**config.mk**
```make
export PLATFORM = sky130hd
export DESIGN_NAME = fp_move_pipe
export DESIGN_NICKNAME = d
export VERILOG_FILES = /design/src/rtl/fp_move_pkg.sv /design/src/rtl/fp_move_core.sv /design/src/rtl/fp_move_pipe.sv
export SDC_FILE = /design/constraint.sdc
export NUM_CORES = 1
export LEC_CHECK = 0
export BUFFER_PORTS_ARGS = -buffer_cell sky130_fd_sc_hd__buf_4
export CORE_ASPECT_RATIO = 0.8
export CORE_UTILIZATION = 47
export DETAILED_ROUTE_END_ITERATION = 7
export HOLD_SLACK_MARGIN = 0.1
export PLACE_DENSITY = 0.85
export SLEW_MARGIN = 20
export SYNTH_ARGS = -nofsm -noshare
export SYNTH_HDL_FRONTEND = slang
export SYNTH_SLANG_ARGS = --single-unit
```
**constraint.sdc**
```tcl
create_clock -name clk -period 4.1 [get_ports clk]
set_clock_uncertainty 0.1 [all_clocks]
set_input_delay 0.615 -clock clk [delete_from_list [all_inputs] [get_ports clk]]
set_output_delay 0.615 -clock clk [all_outputs]
set_load 0.02 [all_outputs]
```
**src/rtl/fp_move_pkg.sv**
```systemverilog
// Shared types, constants and helpers for the pipelined FP/INT move unit.
package fp_move_pkg;

  typedef enum logic [2:0] {
    OpFmvWX  = 3'd0,
    OpFmvXW  = 3'd1,
    OpFsgnj  = 3'd2,
    OpFsgnjn = 3'd3,
    OpFsgnjx = 3'd4,
    OpFclass = 3'd5,
    OpRsvd6  = 3'd6,
    OpRsvd7  = 3'd7
  } fmv_op_e;

  localparam logic [31:0] CANON_NAN_S = 32'h7FC0_0000;

  localparam int unsigned ClsNegInf  = 0;
  localparam int unsigned ClsNegNorm = 1;
  localparam int unsigned ClsNegSub  = 2;
  localparam int unsigned ClsNegZero = 3;
  localparam int unsigned ClsPosZero = 4;
  localparam int unsigned ClsPosSub  = 5;
  localparam int unsigned ClsPosNorm = 6;
  localparam int unsigned ClsPosInf  = 7;
  localparam int unsigned ClsSnan    = 8;
  localparam int unsigned ClsQnan    = 9;

  function automatic logic [63:0] nan_box(input logic [31:0] v);
    return {32'hFFFF_FFFF, v};
  endfunction

  // With boxing enabled an operand whose upper half is not all ones reads as canonical NaN.
  function automatic logic [31:0] unbox_s(input logic [63:0] v, input logic boxed);
    if (boxed && (v[63:32] != 32'hFFFF_FFFF)) return CANON_NAN_S;
    return v[31:0];
  endfunction

endpackage

```
**src/rtl/fp_move_core.sv**
```systemverilog
// Combinational decode and compute for FMV, FSGNJ* and FCLASS single-precision ops.
module fp_move_core import fp_move_pkg::*; #(
  parameter int unsigned XLEN = 32,
  parameter int unsigned FLEN = 32
) (
  input  logic [2:0]      op,
  input  logic [XLEN-1:0] int_rs1,
  input  logic [FLEN-1:0] fp_rs1,
  input  logic [FLEN-1:0] fp_rs2,
  output logic [FLEN-1:0] fp_res,
  output logic [XLEN-1:0] int_res,
  output logic            to_fp,
  output logic            illegal
);

  localparam logic Boxed = (FLEN == 64);

  fmv_op_e     op_e;
  logic [31:0] a;
  logic [31:0] b;
  logic [9:0]  cls;
  logic        sign;

  assign op_e = fmv_op_e'(op);
  assign a    = unbox_s(64'(fp_rs1), Boxed);
  assign b    = unbox_s(64'(fp_rs2), Boxed);

  always_comb begin
    cls = '0;
    if (a[30:23] == 8'hFF) begin
      if (a[22:0] == '0) begin
        if (a[31]) cls[ClsNegInf] = 1'b1;
        else       cls[ClsPosInf] = 1'b1;
      end else if (a[22]) begin
        cls[ClsQnan] = 1'b1;
      end else begin
        cls[ClsSnan] = 1'b1;
      end
    end else if (a[30:23] == 8'h00) begin
      if (a[22:0] == '0) begin
        if (a[31]) cls[ClsNegZero] = 1'b1;
        else       cls[ClsPosZero] = 1'b1;
      end else begin
        if (a[31]) cls[ClsNegSub] = 1'b1;
        else       cls[ClsPosSub] = 1'b1;
      end
    end else begin
      if (a[31]) cls[ClsNegNorm] = 1'b1;
      else       cls[ClsPosNorm] = 1'b1;
    end
  end

  always_comb begin
    fp_res  = '0;
    int_res = '0;
    to_fp   = 1'b0;
    illegal = 1'b0;
    sign    = 1'b0;
    case (op_e)
      OpFmvWX: begin
        fp_res = FLEN'(nan_box(int_rs1[31:0]));
        to_fp  = 1'b1;
      end
      // Raw low bits, deliberately bypassing the unboxing check.
      OpFmvXW: int_res = XLEN'($signed(fp_rs1[31:0]));
      OpFsgnj, OpFsgnjn, OpFsgnjx: begin
        if (op_e == OpFsgnj)       sign = b[31];
        else if (op_e == OpFsgnjn) sign = ~b[31];
        else                       sign = a[31] ^ b[31];
        fp_res = FLEN'(nan_box({sign, a[30:0]}));
        to_fp  = 1'b1;
      end
      OpFclass: int_res = XLEN'(cls);
      default:  illegal = 1'b1;
    endcase
  end

endmodule

```
**src/rtl/fp_move_pipe.sv**
```systemverilog
// Elastic fixed-latency pipeline around fp_move_core with tag pass-through and flush.
module fp_move_pipe import fp_move_pkg::*; #(
  parameter int unsigned XLEN   = 32,
  parameter int unsigned FLEN   = 32,
  parameter int unsigned STAGES = 1,
  parameter int unsigned TAG_W  = 5
) (
  input  logic             clk,
  input  logic             rst,
  input  logic             flush,
  input  logic             in_valid,
  output logic             in_ready,
  input  logic [2:0]       in_op,
  input  logic [TAG_W-1:0] in_tag,
  input  logic [XLEN-1:0]  int_rs1,
  input  logic [FLEN-1:0]  fp_rs1,
  input  logic [FLEN-1:0]  fp_rs2,
  output logic             out_valid,
  input  logic             out_ready,
  output logic             out_to_fp,
  output logic [TAG_W-1:0] out_tag,
  output logic [FLEN-1:0]  fp_rd,
  output logic [XLEN-1:0]  int_rd,
  output logic             out_illegal
);

  typedef struct packed {
    logic             to_fp;
    logic             illegal;
    logic [TAG_W-1:0] tag;
    logic [FLEN-1:0]  fp;
    logic [XLEN-1:0]  ir;
  } stage_t;

  logic [STAGES-1:0] valid_q;
  logic [STAGES-1:0] move;
  logic [STAGES-1:0] load;
  logic [STAGES-1:0] src_valid;
  stage_t            stage_q [STAGES];
  stage_t            src     [STAGES];

  logic [FLEN-1:0] core_fp;
  logic [XLEN-1:0] core_int;
  logic            core_to_fp;
  logic            core_illegal;

  fp_move_core #(
    .XLEN (XLEN),
    .FLEN (FLEN)
  ) u_core (
    .op      (in_op),
    .int_rs1 (int_rs1),
    .fp_rs1  (fp_rs1),
    .fp_rs2  (fp_rs2),
    .fp_res  (core_fp),
    .int_res (core_int),
    .to_fp   (core_to_fp),
    .illegal (core_illegal)
  );

  // A stage may move on when everything downstream of it has (or is opening) a free slot.
  always_comb begin
    logic m;
    m = out_ready;
    for (int k = STAGES - 1; k >= 0; k--) begin
      move[k] = m;
      load[k] = !valid_q[k] || m;
      m       = !valid_q[k] || m;
    end
  end

  always_comb begin
    src_valid[0] = in_valid;
    src[0]       = '{to_fp: core_to_fp, illegal: core_illegal, tag: in_tag,
                     fp: core_fp, ir: core_int};
    for (int k = 1; k < STAGES; k++) begin
      src_valid[k] = valid_q[k-1];
      src[k]       = stage_q[k-1];
    end
  end

  assign in_ready = load[0] && !flush;

  always_ff @(posedge clk or posedge rst) begin
    if (rst) begin
      valid_q <= '0;
      for (int k = 0; k < STAGES; k++) stage_q[k] <= '0;
    end else begin
      for (int k = 0; k < STAGES; k++) begin
        if (flush) begin
          valid_q[k] <= 1'b0;
        end else if (load[k]) begin
          valid_q[k] <= src_valid[k];
          if (src_valid[k]) stage_q[k] <= src[k];
        end
      end
    end
  end

  assign out_valid   = valid_q[STAGES-1];
  assign out_to_fp   = stage_q[STAGES-1].to_fp;
  assign out_illegal = stage_q[STAGES-1].illegal;
  assign out_tag     = stage_q[STAGES-1].tag;
  assign fp_rd       = stage_q[STAGES-1].fp;
  assign int_rd      = stage_q[STAGES-1].ir;

endmodule
```
==> Flow_metrics.wiki, run 1 <==
{| class="wikitable"
! Metric !! Value
|-
| Vias per Instance || ~5.6
|-
| Tmin final || between 2000 and 2500 ps
|-
| Storage cell area || around 1800 µm²
|-
| Proportion of total power due to net switching || roughly 30%
|-
| Transition time at the pin with the least slew margin || ~1100 ps
|-
| Sequential element share of the synthesized area || a little under three fifths
|-
| Ranking of synthesized cells by instance count || 72 x sky130_fd_sc_hd__dfrtp_1, 57 x sky130_fd_sc_hd__nand2_1, 32 x sky130_fd_sc_hd__a22oi_1
|-
| Worst hold path class || input pin to async pin
|-
| Sink Count || 72
|-
| Initial antenna violation count || 0
|-
| Cell with the most instances on the worst path || sky130_fd_sc_hd__buf_4
|-
| Count of H-tree levels built during CTS || 3
|-
| Synthesized-area fraction occupied by ao, oa, aoi and oai cells || between 20% and 30%
|-
| Fin. Hold Viols || 0
|-
| Number of optimization iterations in the first detailed-route pass || 5
|-
| Worst path cell trace || buf_4, nor2b_1, and2_1, nand3_1, buf_4, o21ai_0
|-
| Number of fill cells in the layout || 520
|-
| Multiplexer fraction of the synthesized cell area || 0.315%
|-
| Routability congestion estimate || ~0.79
|-
| Number of ports placed on the die boundary || between 150 and 200
|-
| Synth area leaders || sky130_fd_sc_hd__dfrtp_1 57%, sky130_fd_sc_hd__a22oi_1 7.6%, sky130_fd_sc_hd__nand2_1 6.7%, sky130_fd_sc_hd__a22o_1 5.8%, sky130_fd_sc_hd__o21ai_0 4.4%
|-
| Leakage power || around 2.2 nW
|-
| Run status || finished clean
|-
| Biggest fanout along the worst timing path || 27
|-
| Launch point of the worst reg-to-reg path || out_valid$_DFFE_PP0P_
|-
| RSZ-0062 raised after global routing || false
|-
| Kind of start point of the critical path || input pin
|-
| Remaining DRCs || 0
|-
| Max-cap check violation count || 0
|-
| Mapped Cells || approximately 310
|-
| Sort of element at the end of the critical path || register
|-
| Standard-cell rows || 26
|-
| Clock-pin slew of the registers on the worst-case setup and hold paths || roughly 70 ps
|-
| Total clock buffers created by CTS || 9
|-
| Most frequent cell after synthesis || sky130_fd_sc_hd__dfrtp_1
|-
| Launch point of the worst path || flush
|-
| Most used flip-flop cell after synthesis || sky130_fd_sc_hd__dfrtp_1
|-
| Internal power of the cells || between 1 and 1.5 mW
|-
| Final period utilization || between 50% and 60%
|-
| Die width || 93.9 µm
|-
| Antenna Cells || 0
|-
| Critical path class || input pin to register
|-
| Post-layout nets || 565
|-
| Number of cells upsized or downsized after cts || 0
|-
| Async set-reset flop share out of synthesis || between 90% and 100%
|-
| Slew margin rel. || a little over a quarter
|-
| R2R depth || 5
|-
| Number of synthesized register bits || 72
|-
| Delay-heaviest family, CP || simple AND/OR/NAND/NOR gates
|-
| Pwr dens || roughly 380 nW/µm²
|-
| Clk Latency, worst-skew pair || 340 ps
|-
| Placeable core region || roughly 6400 µm²
|-
| Final setup violation count || 0
|-
| Post-synth EDFFs || 0
|-
| Remaining Overflow, GRT || 0
|-
| Cell area after synthesis || between 3000 and 4000 µm²
|-
| Arithmetic-cell share of the synthesized area counting full adders, half adders and majority gates || 0%
|-
| Yosys top cell by area || sky130_fd_sc_hd__dfrtp_1
|-
| Count of hold-fix buffers inserted at cts || 0
|-
| Number of buffers on the longest clock path || 2
|-
| Synthesis-to-finish area growth || 42.3%
|-
| Proportion of power drawn by the clock network || roughly 28%
|-
| Buffers on Ports || 150
|-
| ANT nets after route || 0
|-
| Combinational cell fraction of total power || about a quarter
|-
| Maximum number of pins on one net before global-route repair || a little over 50
|-
| Number of cells on the critical path || 6
|-
| Total die area || slightly above 7000 µm²
|-
| Max-slew violation total from the final report || 0
|-
| TritonCTS clock tree || built
|-
| Synth Area in Simple Gates || 15.4%
|-
| Peak supply drop || between 0.0002 and 0.00025 V
|-
| Core occupancy in the finished layout || a little over two thirds
|-
| Largest family of logic cells by synthesized area || compound AO/OA/AOI/OAI gates
|-
| Net count of the mapped netlist || 422
|-
| Number of DRC violations after detailed-routing iteration 0 || 177
|-
| Global-route total usage across every layer || around 27%
|-
| Maximum clock frequency || roughly 0.42 GHz
|-
| Cell with the largest stage delay on the worst path || sky130_fd_sc_hd__and2_1
|-
| Chip Height || around 75 µm
|-
| Fraction of layout cells with a size suffix above 1 || between 30% and 40%
|-
| Final wirelength || 9350 µm
|-
| Number of buffers inserted by post-CTS setup repair || 0
|-
| Wire length of the first global-routing pass || roughly 14000 µm
|-
| Sum of negative setup slack || 0 ps
|-
| Fraction of synthesized cell area in xor and xnor cells || less than 1%
|-
| Footprint of the multi-input gates || about 1300 µm²
|-
| Area share of the largest cell type after synthesis || a little under three fifths
|-
| Total number of yosys warnings || 0
|-
| CTS Root Cell || sky130_fd_sc_hd__clkbuf_8
|-
| Arrival time reported for the critical path endpoint || approximately 2500 ps
|-
| Relative contribution of sequential cells to total power || between 40% and 50%
|-
| Slowest stage delay, CP || 600 ps
|-
| Number of distinct library cells after synthesis || 41
|-
| Combined buffer and inverter count along the critical path || 2
|-
| Synthesized area divided by synthesized cell count || approximately 10 µm²
|-
| Critical Path RT || between 4000 and 5000 ps
|-
| Routed length per instance || ~17 µm
|-
| Via count of the first global-routing pass || ~2800
|-
| Hpwl dp || roughly 6800 µm
|-
| Total net switching power || roughly 0.51 mW
|-
| Via Count || 3076
|-
| Effective utilization at floorplan || 49.3%
|}
[routing by layer]
metal,share of wire [%],vias to the layer above,global-route usage (%),wire [µm]
li1,-,1432,-,-
met1,44,1499,35.9,4140
met2,48,140,44.7,4470
met3,7.3,5,8.48,679
met4,0.65,0,5.81,61
met5,0,-,0,0
[sequential cells by signal, summed over array words and instances, names as in the netlist]
register and count:
fp_rd 32, int_rd 32, out_tag 5, out_illegal 1
out_to_fp 1, out_valid 1
[power by group through the flow]
stage / Clock [mW] / Sequential, mW / Combinational (mW)
6_report: 0.478 / 0.815 / 0.406
5_1_grt: 0.520 / 0.819 / 0.437
4_1_cts: 0.486 / 0.814 / 0.409
3_5_place_dp: 0 / 0.826 / 0.408
3_3_place_gp: 0 / 0.822 / 0.399
2_1_floorplan: 0 / 0.903 / 0.116
[stage by stage]
stage / worst slack, ps / power (mW) / cell area, µm² / hold slack, ps / instances
after floorplan: 1560 / 1.02 / 3170 / 489 / 313
after global placement: 1460 / 1.22 / 4350 / 361 / 529
after CTS: 1730 / 1.71 / 4510 / 325 / 545
after detailed placement: 1370 / 1.23 / 4350 / 370 / 529
after global routing: 1540 / 1.78 / 4520 / 315 / 545
final: 1710 / 1.70 / 4520 / 321 / 545
[worst paths after layout]
check                                             end  slack [ps]
min in group clk                out_valid$_DFFE_PP0P_         330
worst min register to register   fp_rd[6]$_DFFE_PP0P_         380
max in group asynchronous       fp_rd[14]$_DFFE_PP0P_        2770
worst max register to register   fp_rd[7]$_DFFE_PP0P_        1830
worst min-delay path             fp_rd[2]$_DFFE_PP0P_         320
worst max-delay path             fp_rd[7]$_DFFE_PP0P_        1710
[cells by family (layout without fill, tap and decap cells)]
| logic type | after synthesis | after routing |
|---|---|---|
| AOI/OAI and AO/OA | 111 | 111 |
| and+or+nand+nor | 102 | 102 |
| DFF | 72 | 72 |
| buffers and inverters | 26 | 174 |
| xor gates and xnor gates | 1 | 1 |
| muxes | 1 | 1 |
[layout make-up]
class,instances,share of cell area (%)
Multi-Input combinational cell,215,28.1
Tap cell,84,2.33
Timing Repair Buffer,155,25.8
Clock buffer,12,3.21
Clock inverter,4,0.443
Inverter,3,0.277
Sequential cell,72,39.9
[cells in the final DEF, fill, tap and decap left out, drive strengths merged]
| master | instances |
|---|---|
| buf | 155 |
| dfrtp | 72 |
| nand2 | 57 |
| o21ai | 35 |
| a22oi | 32 |
| a22o | 22 |
| nor2 | 12 |
| clkbuf | 12 |
| a21oi | 11 |
| nor4 | 8 |
| clkinv | 5 |
| nand3 | 3 |
| nand4 | 3 |
| or3 | 3 |
| nor3 | 3 |
| nand2b | 2 |
| nor2b | 2 |
| and2 | 2 |
| inv | 2 |
| nor3b | 2 |
| or4b | 2 |
| a21o | 1 |
| and3 | 1 |
| mux2i | 1 |
| o22ai | 1 |
| xor2 | 1 |
| nand3b | 1 |
| o21ba | 1 |
| a32oi | 1 |
| o2111ai | 1 |
| and4 | 1 |
| o21bai | 1 |
| o211ai | 1 |
| a2111oi | 1 |
| a211oi | 1 |
| a31oi | 1 |
| a221oi | 1 |
Power figures use the tool's default switching activity.
==> inputs of run 2 (changes only) <==
--- a/config.mk
+++ b/config.mk
@@ -7,10 +7,10 @@
 export LEC_CHECK = 0
 export BUFFER_PORTS_ARGS = -buffer_cell sky130_fd_sc_hd__buf_4
 export CORE_ASPECT_RATIO = 0.8
-export CORE_UTILIZATION = 47
+export CORE_UTILIZATION = 44
 export DETAILED_ROUTE_END_ITERATION = 7
 export HOLD_SLACK_MARGIN = 0.1
-export PLACE_DENSITY = 0.85
+export PLACE_DENSITY = 0.8
 export SLEW_MARGIN = 20
 export SYNTH_ARGS = -nofsm -noshare
 export SYNTH_HDL_FRONTEND = slang
==> constraint.sdc (replaced) <==
create_clock -name clk -period 2.22 [get_ports clk]
set_clock_uncertainty 0.1 [all_clocks]
set_input_delay 0.333 -clock clk [delete_from_list [all_inputs] [get_ports clk]]
set_output_delay 0.333 -clock clk [all_outputs]
set_load 0.02 [all_outputs]
==> run 2 against run 1 <==
Utilization shrank 2.6 points. Critical endpoint is now fp_rd[22]$_DFFE_PP0P_. Combinational power grew 92%. Critical path type unchanged. Die area grew 6.7%. Sequential power grew 84%. Total power grew 87%. Worst setup slack lost 1500 ps. Wire length grew 3.8%. Clock power grew 87%. Via count grew 3.0%. Final area grew 3.5%. Largest cell class unchanged. Clock-buffer cell count is the same. Register-to-register slack lost 1200 ps.
==> Flow_metrics.wiki, run 2 (synthesis gave the netlist of run 1 again) <==
{| class="wikitable"
! Metric !! Value
|-
| Run status || finished clean
|-
| TritonCTS clock tree || built
|-
| RSZ-0062 raised after global routing || false
|-
| Footprint of the multi-input gates || between 1000 and 1500 µm²
|-
| Number of ports placed on the die boundary || about 180
|-
| Met3 track demand over resource in global routing || under 10%
|-
| Delay-heaviest family, CP || buffers and inverters
|-
| Routed length per instance || ~17 µm
|-
| Most common cell after layout, fill and taps aside || sky130_fd_sc_hd__buf_4
|-
| Count of H-tree levels built during CTS || 3
|-
| Sum of negative setup slack || 0 ps
|-
| Most heavily used metal layer in global routing || met2
|-
| Initial antenna violation count || 0
|-
| Via count of the first global-routing pass || 3116
|-
| Total clock buffers created by CTS || 9
|-
| Transition time at the pin with the least slew margin || approximately 550 ps
|-
| Post-Place Cell Area || 4440 µm²
|-
| Sink Count || a little over 70
|-
| Hpwl dp || about 7000 µm
|-
| Fin. Hold Viols || 0
|-
| Chip Height || ~78 µm
|-
| Standard-cell rows || 27
|-
| Leakage power || 2.29 nW
|-
| Routability congestion estimate || just over 0.8
|-
| Vias per Instance || between 5 and 6
|-
| Clk Latency, worst-skew pair || around 330 ps
|-
| Number of optimization iterations in the first detailed-route pass || 4
|-
| Antenna Cells || 0
|-
| Remaining DRCs || 0
|-
| Buffers on Ports || 150
|-
| Number of cells upsized or downsized after cts || 0
|-
| Post-layout nets || 581
|-
| Synthesis-to-finish area growth || 47.2%
|-
| Peak supply drop || approximately 0.00038 V
|-
| Global-route total usage across every layer || between 20% and 30%
|-
| Biggest fanout along the worst timing path || 26
|-
| Sort of element at the end of the critical path || register
|-
| Max-slew violation total from the final report || 0
|-
| Via Count || approximately 3200
|-
| Kind of start point of the critical path || input pin
|-
| Maximum clock frequency || a little under 0.5 GHz
|-
| Slew margin rel. || between 60% and 70%
|-
| Storage cell area || between 1500 and 2000 µm²
|-
| Tmin final || just over 2000 ps
|-
| Max-cap check violation count || 0
|-
| Arrival time reported for the critical path endpoint || roughly 2200 ps
|-
| Setup Slack @ Placement || between 200 and 300 ps
|-
| Maximum number of pins on one net before global-route repair || 34
|-
| Worst path cell trace || dlygate4sd3_1, buf_4, nor2b_1, and2_1, nand3_1, buf_4, o21ai_0
|-
| CTS Root Cell || sky130_fd_sc_hd__clkbuf_8
|-
| Leading cell types in the layout, fill and taps excluded || 163 x sky130_fd_sc_hd__buf_4, 72 x sky130_fd_sc_hd__dfrtp_1, 56 x sky130_fd_sc_hd__nand2_1, 32 x sky130_fd_sc_hd__a22oi_1, 28 x sky130_fd_sc_hd__o21ai_0
|-
| Final Power || roughly 3.2 mW
|-
| Final period utilization || roughly 90%
|-
| Met1 Use GR || between 30% and 40%
|-
| Number of buffers on the longest clock path || 2
|-
| Number of fill cells in the layout || roughly 550
|-
| Critical path class || input pin to register
|-
| Pwr dens || around 680 nW/µm²
|-
| Effective utilization at floorplan || 45.8%
|-
| Total die area || between 7000 and 8000 µm²
|-
| Worst path setup slack after routing || ~160 ps
|-
| Die width || 96.9 µm
|-
| Remaining Overflow, GRT || 0
|-
| Cell with the largest stage delay on the worst path || sky130_fd_sc_hd__dlygate4sd3_1
|-
| Fraction of layout cells with a size suffix above 1 || 39.0%
|-
| Clock-pin slew of the registers on the worst-case setup and hold paths || approximately 70 ps
|-
| Worst Hold Slack || 117 ps
|-
| Slowest stage delay, CP || ~530 ps
|-
| Cell with the most instances on the worst path || sky130_fd_sc_hd__buf_4
|-
| Final wirelength || between 9000 and 10000 µm
|-
| Critical Path RT || around 2400 ps
|-
| Wire length of the first global-routing pass || about 16000 µm
|-
| Final setup violation count || 0
|-
| Number of DRC violations after detailed-routing iteration 0 || between 100 and 150
|-
| Combined buffer and inverter count along the critical path || 3
|-
| ANT nets after route || 0
|-
| Post-route cell area || approximately 4700 µm²
|-
| Worst hold path class || input pin to register
|-
| Met2 Resource Use GR || about two fifths
|-
| Placeable core region || between 6000 and 7000 µm²
|}
[run 2: changes by cell type in the layout (fill, tap and decap cells not counted), sizes merged]
cell and delta:
buf +9, dlygate4sd3 +7, clkinv -1, clkinvlp +1
[run 2: final timing paths]
| path | cells past startpoint | end | start | slack [ps] |
|---|---|---|---|---|
| setup / recovery | 7 | fp_rd[22]$_DFFE_PP0P_ | flush | 160 |
| max in group asynchronous | 4 | int_rd[14]$_DFFE_PP0P_ | rst | 910 |
| min in group asynchronous | 3 | fp_rd[30]$_DFFE_PP0P_ | rst | 500 |
| hold reg to reg | 2 | fp_rd[29]$_DFFE_PP0P_ | fp_rd[29]$_DFFE_PP0P_ | 390 |
| hold / removal | 3 | out_valid$_DFFE_PP0P_ | in_valid | 120 |
| setup reg to reg | 5 | fp_rd[22]$_DFFE_PP0P_ | out_valid$_DFFE_PP0P_ | 620 |
[run 2: worst min-delay path, cell delays in order]
cell and delay [ps]:
sky130_fd_sc_hd__buf_4 80, sky130_fd_sc_hd__nor2_1 30, sky130_fd_sc_hd__nor2_1 70
[run 2: per-layer routing]
metal / up-vias / routed length (µm)
met1: 1539 / 4280
li1: 1467 / -
met4: 0 / 153
met3: 18 / 793
met5: - / 0
met2: 143 / 4480
[run 2: what timing repair did]
action | in CTS | in global routing
buffers inserted | 0 | 0
hold buffers | 7 | 0
hold endpoints to repair | 28 | 0
[run 2: final cells by class]
type | count | share of cell area, %
clock buffers | 12 | 3.11
clock inverters | 4 | 0.428
inverters | 3 | 0.321
multi-input cells | 215 | 27.1
flip-flops and latches | 72 | 38.6
well taps | 87 | 2.33
repair buffers | 171 | 28.1
[run 2: per-stage QoR]
| step | instances | util, % |
|---|---|---|
| after detailed placement | 541 | 64.1 |
| after floorplan | 313 | - |
| final | 564 | 67.5 |
| after global placement | 541 | 64.1 |
| after global routing | 564 | 67.5 |
| after CTS | 564 | 67.5 |
[run 2: where the power goes]
part / switching (mW) / leakage [nW] / internal [mW]
sequential: 0.0696 / 0.957 / 1.43
clock: 0.464 / 0.0899 / 0.430
combinational: 0.428 / 1.24 / 0.352
